$ cat config.mk
export PLATFORM = sky130hd
export DESIGN_NAME = inst_prefetch_fifo_flat
export DESIGN_NICKNAME = d
export VERILOG_FILES = /design/src/rtl/inst_prefetch_fifo_if.sv /design/src/rtl/inst_prefetch_fifo.sv /design/src/flat_wrapper.sv
export SDC_FILE = /design/constraint.sdc
export NUM_CORES = 1
export LEC_CHECK = 0
export ABC_AREA = 0
export BUFFER_PORTS_ARGS = -buffer_cell sky130_fd_sc_hd__buf_2
export CORE_MARGIN = 10
export CORE_UTILIZATION = 51
export CTS_CLUSTER_SIZE = 25
export DETAILED_ROUTE_END_ITERATION = 10
export HOLD_SLACK_MARGIN = 0.1
export PLACE_DENSITY = 0.74
export SETUP_SLACK_MARGIN = 0.02
export SLEW_MARGIN = 20
export SYNTH_ARGS = -nofsm -noshare
export SYNTH_HDL_FRONTEND = slang
export SYNTH_SLANG_ARGS = --single-unit
$ cat constraint.sdc
create_clock -name clk -period 4.3 [get_ports clk]
set_input_delay 0.645 -clock clk [delete_from_list [all_inputs] [get_ports clk]]
set_output_delay 0.645 -clock clk [all_outputs]
set_load 0.01 [all_outputs]
$ cat src/rtl/inst_prefetch_fifo_if.sv
// Instruction prefetch bundle: fetch request/response bus
// plus the decoded-side instruction handshake.
interface inst_prefetch_fifo_if;
  logic [31:0] ibus_addr_o;
  logic        ibus_req_valid_o;
  logic        ibus_req_ready_i;
  logic [31:0] ibus_data_i;
  logic        ibus_rsp_valid_i;
  logic        ibus_rsp_ready_o;
  logic [31:0] inst_o;
  logic [31:0] pc_o;
  logic        inst_valid_o;
  logic        inst_ready_i;

  modport master (
    output ibus_addr_o,
    output ibus_req_valid_o,
    input  ibus_req_ready_i,
    input  ibus_data_i,
    input  ibus_rsp_valid_i,
    output ibus_rsp_ready_o,
    output inst_o,
    output pc_o,
    output inst_valid_o,
    input  inst_ready_i
  );

  modport slave (
    input  ibus_addr_o,
    input  ibus_req_valid_o,
    output ibus_req_ready_i,
    output ibus_data_i,
    output ibus_rsp_valid_i,
    input  ibus_rsp_ready_o,
    input  inst_o,
    input  pc_o,
    input  inst_valid_o,
    output inst_ready_i
  );
endinterface

$ cat src/rtl/inst_prefetch_fifo.sv
// Instruction prefetch queue: issues sequential fetches only
// when a slot is reserved, drops stale responses after flush.
module inst_prefetch_fifo #(
  parameter int          DEPTH    = 4,
  parameter logic [31:0] RESET_PC = 32'h0,
  parameter int          CW       = $clog2(DEPTH + 1)
) (
  input  logic                 clk,
  input  logic                 rst_n,
  input  logic                 flush_i,
  input  logic [31:0]          flush_addr_i,
  input  logic                 halt_i,
  inst_prefetch_fifo_if.master bus,
  output logic [CW-1:0]        count_o
);

  localparam int PW = $clog2(DEPTH);
  localparam int SW = CW + 2;

  logic [CW-1:0] count_q, count_d;
  logic [CW-1:0] outst_q, outst_d;
  logic [CW-1:0] disc_q, disc_d;
  logic [PW-1:0] wr_ptr_q, wr_ptr_d;
  logic [PW-1:0] rd_ptr_q, rd_ptr_d;
  logic [31:0]   fetch_pc_q, fetch_pc_d;
  logic [31:0]   rsp_pc_q, rsp_pc_d;
  logic [31:0]   mem_q [DEPTH];

  logic [SW-1:0] inflight;
  logic          has_slot;
  logic          req_valid;
  logic          req_xfer;
  logic          rsp_xfer;
  logic          dropping;
  logic          keep;
  logic          inst_valid;
  logic          pop;
  logic [31:0]   flush_pc;
  logic [31:0]   head_pc;

  // Every entry queued or on the bus already owns a slot.
  assign inflight = SW'(count_q) + SW'(outst_q) + SW'(disc_q);
  assign has_slot = inflight < SW'(DEPTH);

  assign req_valid = rst_n & ~flush_i & ~halt_i & has_slot;
  assign req_xfer  = req_valid & bus.ibus_req_ready_i;
  assign rsp_xfer  = bus.ibus_rsp_valid_i;
  assign dropping  = disc_q != '0;
  assign keep      = rsp_xfer & ~dropping & ~flush_i;

  assign inst_valid = rst_n & (count_q != '0) & ~flush_i;
  assign pop        = inst_valid & bus.inst_ready_i;

  assign flush_pc = {flush_addr_i[31:2], 2'b00};

  // Queue holds a contiguous run ending just below rsp_pc.
  assign head_pc = rsp_pc_q - {count_q, 2'b00};

  always_comb begin
    count_d    = count_q;
    outst_d    = outst_q;
    disc_d     = disc_q;
    wr_ptr_d   = wr_ptr_q;
    rd_ptr_d   = rd_ptr_q;
    fetch_pc_d = fetch_pc_q;
    rsp_pc_d   = rsp_pc_q;
    if (flush_i) begin
      count_d    = '0;
      outst_d    = '0;
      disc_d     = disc_q + outst_q
                 - CW'(rsp_xfer);
      wr_ptr_d   = '0;
      rd_ptr_d   = '0;
      fetch_pc_d = flush_pc;
      rsp_pc_d   = flush_pc;
    end else begin
      count_d  = count_q + CW'(keep)
               - CW'(pop);
      outst_d  = outst_q + CW'(req_xfer)
               - CW'(rsp_xfer & ~dropping);
      disc_d   = disc_q
               - CW'(rsp_xfer & dropping);
      wr_ptr_d = wr_ptr_q + PW'(keep);
      rd_ptr_d = rd_ptr_q + PW'(pop);
      if (req_xfer)
        fetch_pc_d = fetch_pc_q + 32'd4;
      if (keep)
        rsp_pc_d = rsp_pc_q + 32'd4;
    end
  end

  always_ff @(posedge clk) begin
    if (!rst_n) begin
      count_q    <= '0;
      outst_q    <= '0;
      disc_q     <= '0;
      wr_ptr_q   <= '0;
      rd_ptr_q   <= '0;
      fetch_pc_q <= RESET_PC;
      rsp_pc_q   <= RESET_PC;
    end else begin
      count_q    <= count_d;
      outst_q    <= outst_d;
      disc_q     <= disc_d;
      wr_ptr_q   <= wr_ptr_d;
      rd_ptr_q   <= rd_ptr_d;
      fetch_pc_q <= fetch_pc_d;
      rsp_pc_q   <= rsp_pc_d;
    end
  end

  always_ff @(posedge clk) begin
    if (keep)
      mem_q[wr_ptr_q] <= bus.ibus_data_i;
  end

  assign bus.ibus_addr_o      = fetch_pc_q;
  assign bus.ibus_req_valid_o = req_valid;
  assign bus.ibus_rsp_ready_o = 1'b1;
  assign bus.inst_valid_o     = inst_valid;
  assign bus.inst_o = inst_valid ? mem_q[rd_ptr_q]
                                 : 32'h0;
  assign bus.pc_o   = inst_valid ? head_pc : 32'h0;
  assign count_o    = count_q;

endmodule

$ cat src/flat_wrapper.sv
// flat-port wrapper written by rule: the top's interface ports become plain ports
module inst_prefetch_fifo_flat 
#(
  parameter int          DEPTH    = 4,
  parameter logic [31:0] RESET_PC = 32'h0,
  parameter int          CW       = $clog2(DEPTH + 1)
)
  (clk, rst_n, flush_i, flush_addr_i, halt_i, count_o, bus_ibus_addr_o, bus_ibus_req_valid_o, bus_ibus_req_ready_i, bus_ibus_data_i, bus_ibus_rsp_valid_i, bus_ibus_rsp_ready_o, bus_inst_o, bus_pc_o, bus_inst_valid_o, bus_inst_ready_i);
  inst_prefetch_fifo_if bus_i ();
  input  logic clk;
  input  logic rst_n;
  input  logic flush_i;
  input  logic [31:0] flush_addr_i;
  input  logic halt_i;
  output logic [CW-1:0] count_o;
  output wire logic [$bits(bus_i.ibus_addr_o)-1:0] bus_ibus_addr_o;
  output wire logic [$bits(bus_i.ibus_req_valid_o)-1:0] bus_ibus_req_valid_o;
  input wire logic [$bits(bus_i.ibus_req_ready_i)-1:0] bus_ibus_req_ready_i;
  input wire logic [$bits(bus_i.ibus_data_i)-1:0] bus_ibus_data_i;
  input wire logic [$bits(bus_i.ibus_rsp_valid_i)-1:0] bus_ibus_rsp_valid_i;
  output wire logic [$bits(bus_i.ibus_rsp_ready_o)-1:0] bus_ibus_rsp_ready_o;
  output wire logic [$bits(bus_i.inst_o)-1:0] bus_inst_o;
  output wire logic [$bits(bus_i.pc_o)-1:0] bus_pc_o;
  output wire logic [$bits(bus_i.inst_valid_o)-1:0] bus_inst_valid_o;
  input wire logic [$bits(bus_i.inst_ready_i)-1:0] bus_inst_ready_i;
  assign bus_ibus_addr_o = bus_i.ibus_addr_o;
  assign bus_ibus_req_valid_o = bus_i.ibus_req_valid_o;
  assign bus_i.ibus_req_ready_i = bus_ibus_req_ready_i;
  assign bus_i.ibus_data_i = bus_ibus_data_i;
  assign bus_i.ibus_rsp_valid_i = bus_ibus_rsp_valid_i;
  assign bus_ibus_rsp_ready_o = bus_i.ibus_rsp_ready_o;
  assign bus_inst_o = bus_i.inst_o;
  assign bus_pc_o = bus_i.pc_o;
  assign bus_inst_valid_o = bus_i.inst_valid_o;
  assign bus_i.inst_ready_i = bus_inst_ready_i;
  inst_prefetch_fifo #(.DEPTH(DEPTH), .RESET_PC(RESET_PC), .CW(CW)) u_core (.clk(clk), .rst_n(rst_n), .flush_i(flush_i), .flush_addr_i(flush_addr_i), .halt_i(halt_i), .bus(bus_i), .count_o(count_o));
endmodule
; Word-level counts from Yosys, hierarchy flattened
; Memory sizes are Yosys's and may differ from the RTL's. A register that Yosys moved wholly into a read port is not among the register bits.
; Cells that the tools add are included.
[op_classes]
n_eq_ne = 0
bitwise_logic = 16
multipliers = 0
order_cmp = 1
n_addsub = 14
n_shift = 0
n_div = 0
reduce_logical = 5
mux = 10
[ops]
columns = operator, n
row1 = two-way mux 32 bit, 6
row2 = adder 32 x 3 -> 32 bit (second input constant), 2
row3 = subtractor 32 x 5 -> 32 bit, 1
row4 = AND 1 bit, 10
row5 = adder 3 x 1 -> 3 bit, 2
row6 = nonzero test 3 bit, 2
row7 = subtractor 3 x 1 -> 3 bit, 2
row8 = subtractor 3 bit, 2
row9 = adder 5 x 3 -> 5 bit, 1
row10 = < comparator 5 x 3 -> 1 bit (second input constant), 1
row11 = adder 2 x 1 -> 2 bit, 2
row12 = adder 3 x 3 -> 4 bit, 1
row13 = NOT 1 bit, 4
row14 = nonzero test 2 bit, 2
row15 = adder 3 bit, 1
row16 = AND 1 x 3 -> 3 bit, 1
row17 = two-way mux 3 bit, 1
row18 = NOT 1 -> 3 bit, 1
row19 = two-way mux 1 bit, 2
row20 = two-way mux 2 bit, 1
row21 = OR reduction 2 bit, 1
[word_totals]
latch_bits = 0
mem_bits_rw = 128
n_memories = 1
mem_bits_ro = 0
regBits = 77
out_inout_bits = 102
[memory_table]
columns = name, depth, word_bits, read_ports, rd_ports_with_merged_regs, write_ports, line_no
row1 = u_core.mem_q, 4, 32, 1, 1, 1, inst_prefetch_fifo.sv:27  ; logic [31:0] mem_q [DEPTH];

; Depth between registers and ports, before layout
; Gate-level depths: netlist (run 1).
[depth]
ltp_word = 7
ltp_mapped = 14

; Worst setup path after synthesis (run 1)
; Ideal clock, no wire load.
[synth_timing]
path_kind = in2reg
start = in bus_ibus_rsp_valid_i
end = mem u_core.mem_q[1][0], enable pin
setup_ns = 0.468
arrival_time_ns = 3.856
cell_stages = 4
required_ns = 3.832
n_path_buf = 0
setup_slack_ns = -0.024
cell_sequence = or4b_1 -> clkinv_1 -> nand2_1 -> nor3b_1
[synth_via]
elab_chain_cells = 4
[synth_lines]
columns = item, line_no
row1 = "start, declared", flat_wrapper.sv:20  ; input wire logic [$bits(bus_i.ibus_rsp_valid_i)-1:0] bus_ibus_rsp_valid_i;
row2 = AND 1 bit (2 in series), inst_prefetch_fifo.sv:49  ; assign keep = rsp_xfer & ~dropping & ~flush_i;
row3 = two-way mux 1 bit, inst_prefetch_fifo.sv:113  ; if (keep)
row4 = two-way mux 1 bit (not written as such), inst_prefetch_fifo.sv:114  ; mem_q[wr_ptr_q] <= bus.ibus_data_i;
row5 = "end, declared", inst_prefetch_fifo.sv:27
; Every way passes these cells.

; Final worst setup path (run 1)
[layout_timing]
start = reg u_core.count_q[1], in the netlist u_core.count_o[1]
end = out bus_pc_o[28]
[layout_via]
elab_chain_cells = 4
elab_cells_between_ends = 5
[layout_lines]
columns = item, line_no
row1 = "start, declared", inst_prefetch_fifo.sv:20  ; logic [CW-1:0] count_q, count_d;
row2 = "start signal, assigned", inst_prefetch_fifo.sv:102  ; count_q <= count_d;
row3 = branches (longest 3 deep; another with subtractor 32 x 5 -> 32 bit), n/a
row4 = two-way mux 32 bit (*), inst_prefetch_fifo.sv:123  ; assign bus.pc_o = inst_valid ? head_pc : 32'h0;
row5 = "end, declared", flat_wrapper.sv:23  ; output wire logic [$bits(bus_i.pc_o)-1:0] bus_pc_o;
; Mark *: on every way between the ends.

==> impl_metrics.py, run 1 <==
metrics = {
    "floorplan": {
        "fp.dieArea_mm2": 0.02504,
        "start_util_pct": 51.92,
        "ios": 173,
        "core_mm2": 0.01877,
        "die_w_um": 158.2,
        "die_y_um": 158.2,
        "std_cell_rows": 50,
    },
    "timing": {
        "hold-worst-slack_ns": 0.3600,
        "hold_viol": 0,
        "rsz0062_at_grt": "false",
        "setup_viol": 0,
        "setup_ws_ns": 0.3134,
        "clock_skew_ns": 0.01471,
        "worst_pin_slew_ns": 0.8024,
        "max_clock_freq_mhz": 250.8,
        "fin_setup_tns_ns": 0,
        "drv_slew": 0,
        "relSlewSlack_pct": 46.51,
        "min_period_ns": 3.987,
        "layout_worst_path_cycle_share_pct": 92.71,
    },
    "critical_path": {
        "path_class": "reg2out",
        "crit_chain": "inv_1, fa_1, a2111o_1, nor4_4, nand2_1, o21a_1, o21a_1, buf_2",
        "crit_fanout": 7,
        "reg2regPathDepth": 13,
        "rr_startpoint": "u_core.count_o[0]",
        "rrSetupSlack_ns": 0.96,
        "crit_top_cell": "o21a_1",
        "worstPathRequired_ns": 3.65,
        "critPathArrivalTime_ns": 3.34,
        "crit_start": "u_core.count_o[1]",
        "max_stage_delay_ns": 0.54,
        "crit_family": "compound AO/OA/AOI/OAI gates",
        "end_kind": "output port",
        "path_buf_inv": 2,
        "start_kind": "flop",
        "worstReg2RegEnd": "u_core.outst_q[2]",
        "cpMaxStageDelayCell": "a2111o_1",
    },
    "yosys": {
        "synth_top_family_by_area": "simple AND/OR/NAND/NOR gates",
        "muxShareOfSynthArea_pct": 8.038,
        "synthAdderAreaFrac_pct": 3.724,
        "yosys.cell_types.count": 59,
        "synth-xor-area-share_pct": 5.483,
        "synthArstFlopShare_pct": 0,
        "synth.avg_cell_area_um2": 11.71,
        "synth_cells": 832,
        "yosysSeqAreaShare_pct": 54.44,
        "synth_ff_type": "edfxtp_1",
        "ys_warn_count": 0,
        "netlist_area_mm2": 0.009744,
        "synth-seq-cells": 201,
        "yosys.area_share.simple_pct": 16.28,
        "synth_edf_count": 128,
        "synth-compound-area-share_pct": 8.539,
    },
    "cts": {
        "cts.sinks": 201,
        "cts_tree": "yes",
        "cts_resized": 0,
        "insertion_delay_ns": 0.49,
        "htreeDepth": 1,
        "cts_root_buf": "clkbuf_16",
        "cts_buffers": 21,
        "clockBufferDepth": 3,
        "clk_pin_slew_ns": 0.06,
        "postCtsSetupBuffers": 0,
        "ctsHoldBuffers": 0,
    },
    "global_routing": {
        "antenna_found_initial": 4,
        "grt.total_usage_pct": 18.95,
        "grt_first_pass_wirelength_um": 37560,
        "grt_max_degree": 87,
        "grt_pass1_vias": 6814,
        "overflow": 0,
    },
    "routing": {
        "drt-initial-drc-count": 492,
        "viasPerCell": 5.839,
        "drc": 0,
        "firstDrtPassIters": 5,
        "ant_nets": 0,
        "dr_total_vias": 7211,
        "drt-total-wl_um": 24480,
        "wl_per_cell_um": 19.83,
    },
    "placed_design": {
        "place_inst": 1193,
        "preCtsSetupSlack_ns": 0.7298,
        "postPlaceCellArea_mm2": 0.01080,
        "hpwlAfterDp_um": 17450,
        "gp_congestion": 0.9084,
        "port_buffers": 165,
    },
    "final_layout": {
        "utilization_pct": 61.49,
        "stdcell_area_mm2": 0.01154,
        "syn_to_final_growth_pct": 18.44,
        "fill_cells": 1476,
        "final_cell_count_no_fill": 1235,
        "final_common_cell": "buf_2",
        "nNetsFinal": 1079,
        "multi_input_area_mm2": 0.004155,
        "final_cell_mix": "buf_2 (165), edfxtp_1 (128), dfxtp_1 (72), a21oi_1 (53), nand2_1 (51)",
        "register_area_mm2": 0.005306,
        "drive_gt1_share_pct": 26.58,
    },
    "pwr": {
        "ir_drop_uv": 416.7,
        "pwr_density_cell_mw_per_mm2": 398.9,
        "finalPower_mw": 4.603,
        "p_leak_nw": 4.338,
    },
    "worst_hold_path": {
        "holdCritStartpoint": "bus_ibus_data_i[25]",
        "hold_path_end": "u_core.mem_q[2][25]",
        "holdPathStages": 1,
        "min_path_type": "in2reg",
    },
    "run_status": {
        "status": "finished clean",
    },
    "job": {
        "max_cap_viol_count": 0,
    },
}
## cell usage after synthesis, types with 13 or more instances
| cell | number | area, µm² |
|---|---|---|
| or3_1 | 13 | 81.33 |
| ha_1 | 21 | 262.8 |
| clkbuf_1 | 44 | 165.2 |
| inv_1 | 25 | 93.84 |
| nand3_1 | 30 | 150.1 |
| edfxtp_1 | 128 | 3844 |
| and2_1 | 41 | 256.5 |
| xnor2_1 | 16 | 140.1 |
| o21ai_0 | 43 | 215.2 |
| dfxtp_1 | 73 | 1461 |
| nand4_1 | 32 | 200.2 |
| a31oi_1 | 17 | 106.4 |
| xor2_1 | 45 | 394.1 |
| nand2_1 | 51 | 191.4 |
| mux4_2 | 32 | 720.7 |
| a21oi_1 | 53 | 265.3 |
| nor2_1 | 42 | 157.7 |
## how the worst max path moves through the flow
stage	end	depth (start not counted)	slack, ns
after floorplan	u_core.mem_q[0][0]	4	0.18
after global placement	bus_pc_o[28]	8	0.75
after detailed placement	bus_pc_o[28]	8	0.73
after CTS	bus_pc_o[28]	8	0.17
after global routing	bus_pc_o[28]	8	0.09
final	bus_pc_o[28]	8	0.31
## cells by family (layout without fill, tap and decap cells)
kind of cell / count (synthesis) / count (layout)
AND/OR/NAND/NOR: 279 / 279
flip-flops: 201 / 201
AO/OA/AOI/OAI: 143 / 143
buffers and inverters: 82 / 244
XOR/XNOR: 61 / 61
multiplexers: 38 / 38
adder cells (fa/ha/maj): 26 / 26
other: 2 / 9
## cell type report
cell class                      instances  share of cell area (%)
Multi-Input combinational cell        552                   36.00
Antenna cell                            4                 0.08673
Clock buffer                           28                   4.954
Timing Repair Buffer                  180                   8.239
Sequential cell                       201                   45.98
Tap cell                              234                   2.537
Inverter                               26                  0.8456
Clock inverter                         10                   1.355
## state kept, by name, summed over array words and instances, names as in the netlist
signal and flops:
u_core.mem_q 128, u_core.bus.ibus_addr_o 30, u_core.rsp_pc_q 30, u_core.count_o 3
u_core.disc_q 3, u_core.outst_q 3, u_core.rd_ptr_q 2, u_core.wr_ptr_q 2
## layer usage
metal	GRT usage, %	up-vias	routed length, µm
met4	6.396	0	772
met2	31.49	271	11890
met5	0	-	0
met1	24.34	3470	10100
li1	-	3426	-
met3	3.636	44	1720
## power by group
part | leakage, nW | internal [mW] | switching [mW]
sequential | 1.76 | 2.14 | 0.0955
clock | 0.358 | 1.18 | 0.723
combinational | 2.22 | 0.199 | 0.268
total | 4.34 | 3.52 | 1.09
Note: power is estimated with default switching activity, not from simulation.
==> run 2: changes to the inputs <==
- CELL_PAD_IN_SITES_DETAIL_PLACEMENT: not set -> 1
- CELL_PAD_IN_SITES_GLOBAL_PLACEMENT: not set -> 1
- CORE_UTILIZATION: 51 -> 40
- PLACE_DENSITY: 0.74 -> 0.73
==> run 2 against run 1 <==
  * Non-clock buffer count increased by 4
  * Critical path depth unchanged
  * First-iteration DRC count is 13% lower
  * Core utilization shrank 13 points
  * Largest cell class unchanged
  * Highest routed layer is now met5
==> impl_metrics.py, run 2 (synthesized netlist as in run 1, its figures left out) <==
metrics = {
    "global_routing": {
        "overflow": 0,
        "grt_max_degree": 56,
        "grt.total_usage_pct": 18.06,
        "grt_pass1_vias": 7684,
        "grt_first_pass_wirelength_um": 44800,
        "antenna_found_initial": 4,
    },
    "final_layout": {
        "nNetsFinal": 1085,
        "drive_gt1_share_pct": 27.09,
        "final_cell_mix": "buf_2 (165), edfxtp_1 (128), dfxtp_1 (72), a21oi_1 (53), nand2_1 (51)",
        "largest_reg_flops": 128,
        "final_common_cell": "buf_2",
        "syn_to_final_growth_pct": 20.26,
        "stdcell_area_mm2": 0.01172,
        "utilization_pct": 48.47,
        "regMostFlops": "u_core.mem_q",
    },
    "worst_hold_path": {
        "min_path_type": "in2reg",
        "holdCritStartpoint": "bus_ibus_data_i[5]",
    },
    "job": {
        "max_cap_viol_count": 0,
    },
    "pwr": {
        "ir_drop_uv": 419.5,
        "pwr_density_cell_mw_per_mm2": 403.2,
        "p_leak_nw": 4.379,
        "finalPower_mw": 4.725,
    },
    "timing": {
        "setup_viol": 0,
        "rsz0062_at_grt": "false",
        "fin_setup_tns_ns": 0,
        "drv_slew": 0,
        "layout_worst_path_cycle_share_pct": 94.18,
        "worst_pin_slew_ns": 0.8588,
        "min_period_ns": 4.050,
        "max_clock_freq_mhz": 246.9,
        "hold_viol": 0,
        "setup_ws_ns": 0.2502,
        "relSlewSlack_pct": 42.27,
        "clock_skew_ns": 0.01239,
    },
    "routing": {
        "firstDrtPassIters": 5,
        "wl_per_cell_um": 21.69,
        "dr_total_vias": 7286,
        "drt-initial-drc-count": 427,
        "viasPerCell": 5.478,
        "drt-total-wl_um": 28850,
        "drc": 0,
        "ant_nets": 0,
    },
    "floorplan": {
        "die_w_um": 176.1,
        "fp.dieArea_mm2": 0.03100,
        "std_cell_rows": 57,
        "ios": 173,
        "start_util_pct": 40.30,
        "die_y_um": 176.1,
        "core_mm2": 0.02418,
    },
    "cts": {
        "cts_tree": "yes",
        "clk_pin_slew_ns": 0.06,
        "ctsHoldBuffers": 0,
        "cts_resized": 0,
        "clockBufferDepth": 3,
        "insertion_delay_ns": 0.52,
        "cts_root_buf": "clkbuf_16",
        "htreeDepth": 1,
        "cts.sinks": 201,
        "cts_buffers": 23,
    },
    "placed_design": {
        "hpwlAfterDp_um": 20580,
        "gp_congestion": 0.8186,
        "preCtsSetupSlack_ns": 0.5978,
        "postPlaceCellArea_mm2": 0.01093,
        "port_buffers": 165,
    },
    "critical_path": {
        "crit_start": "u_core.count_o[1]",
        "end_kind": "output port",
        "worstPathRequired_ns": 3.65,
        "path_class": "reg2out",
        "crit_family": "simple AND/OR/NAND/NOR gates",
        "cpMaxStageDelayCell": "dfxtp_1",
        "max_stage_delay_ns": 0.53,
        "crit_fanout": 8,
        "crit_chain": "inv_1, ha_1, nor2b_1, o21ai_0, nand4_1, or4_1, a21oi_1, buf_2",
        "rr_startpoint": "u_core.count_o[0]",
        "critPathArrivalTime_ns": 3.40,
        "rrSetupSlack_ns": 0.86,
        "start_kind": "flop",
        "path_buf_inv": 2,
    },
    "run_status": {
        "status": "finished clean",
    },
}
==> run 2: cell types whose count changed in the layout (fill, tap and decap cells not counted) <==
cell,change
inv_16,+1
inv_6,-2
clkinv_1,+2
bufinv_16,-1
diode_2,-2
clkbuf_16,+2
buf_4,+4
clkinv_2,+2
clkinvlp_4,+1
clkbuf_1,-2
==> run 2: worst reg2reg max path, stage by stage, from the launching register on <==
cell and delay [ns]:
dfxtp_1 0.32, buf_4 0.16, ha_1 0.22, fa_1 0.38
xor2_1 0.16, ha_1 0.31, or3b_2 0.56, nor3_4 0.51
and3_1 0.42, a21oi_1 0.12, o21a_1 0.19
==> run 2: path summary, 6_finish.rpt <==
path,end,depth (start not counted)
hold / removal,u_core.mem_q[1][5],1
hold reg to reg,u_core.bus.ibus_addr_o[31],2
setup reg to reg,u_core.bus.ibus_addr_o[21],10
setup / recovery,bus_pc_o[21],8
==> run 2: metrics by stage <==
stage	cells	hold slack (ns)
final	1330	0.3376
after global routing	1329	0.3277
after CTS	1326	0.3115
after detailed placement	1285	0.5147
after global placement	1285	0.5053
after floorplan	835	0.5227
==> run 2: timing repair <==
action	CTS	global route
hold endpoints to repair	0	0
setup endpoints to repair	0	6
setup buffers	0	2
==> run 2: cell type report <==
| cell class | count | area (µm²) |
|---|---|---|
| tap | 324 | 405.4 |
| fill | 2584 | 12460 |
| antenna | 2 | 5.005 |
| sequential | 201 | 5306 |
| clock buffer | 28 | 614.3 |
| clock inverter | 13 | 153.9 |
| timing repair buffer | 184 | 980.9 |
| inverter | 26 | 97.59 |
| multi-input combinational | 552 | 4155 |
==> run 2: routing by layer <==
layer | up-vias | GRT usage [%] | part of all wire [%]
li1 | 3410 | - | -
met1 | 3639 | 22.64 | 42
met2 | 190 | 31.02 | 50
met3 | 43 | 3.610 | 5.4
met4 | 4 | 4.981 | 2.4
met5 | - | 0 | 0.090
==> run 2: power breakdown <==
part           switching (mW)  internal, mW  total, mW
combinational           0.283         0.203      0.486
clock                   0.803          1.20       2.00
sequential             0.0967          2.14       2.24
total                    1.18          3.54       4.73
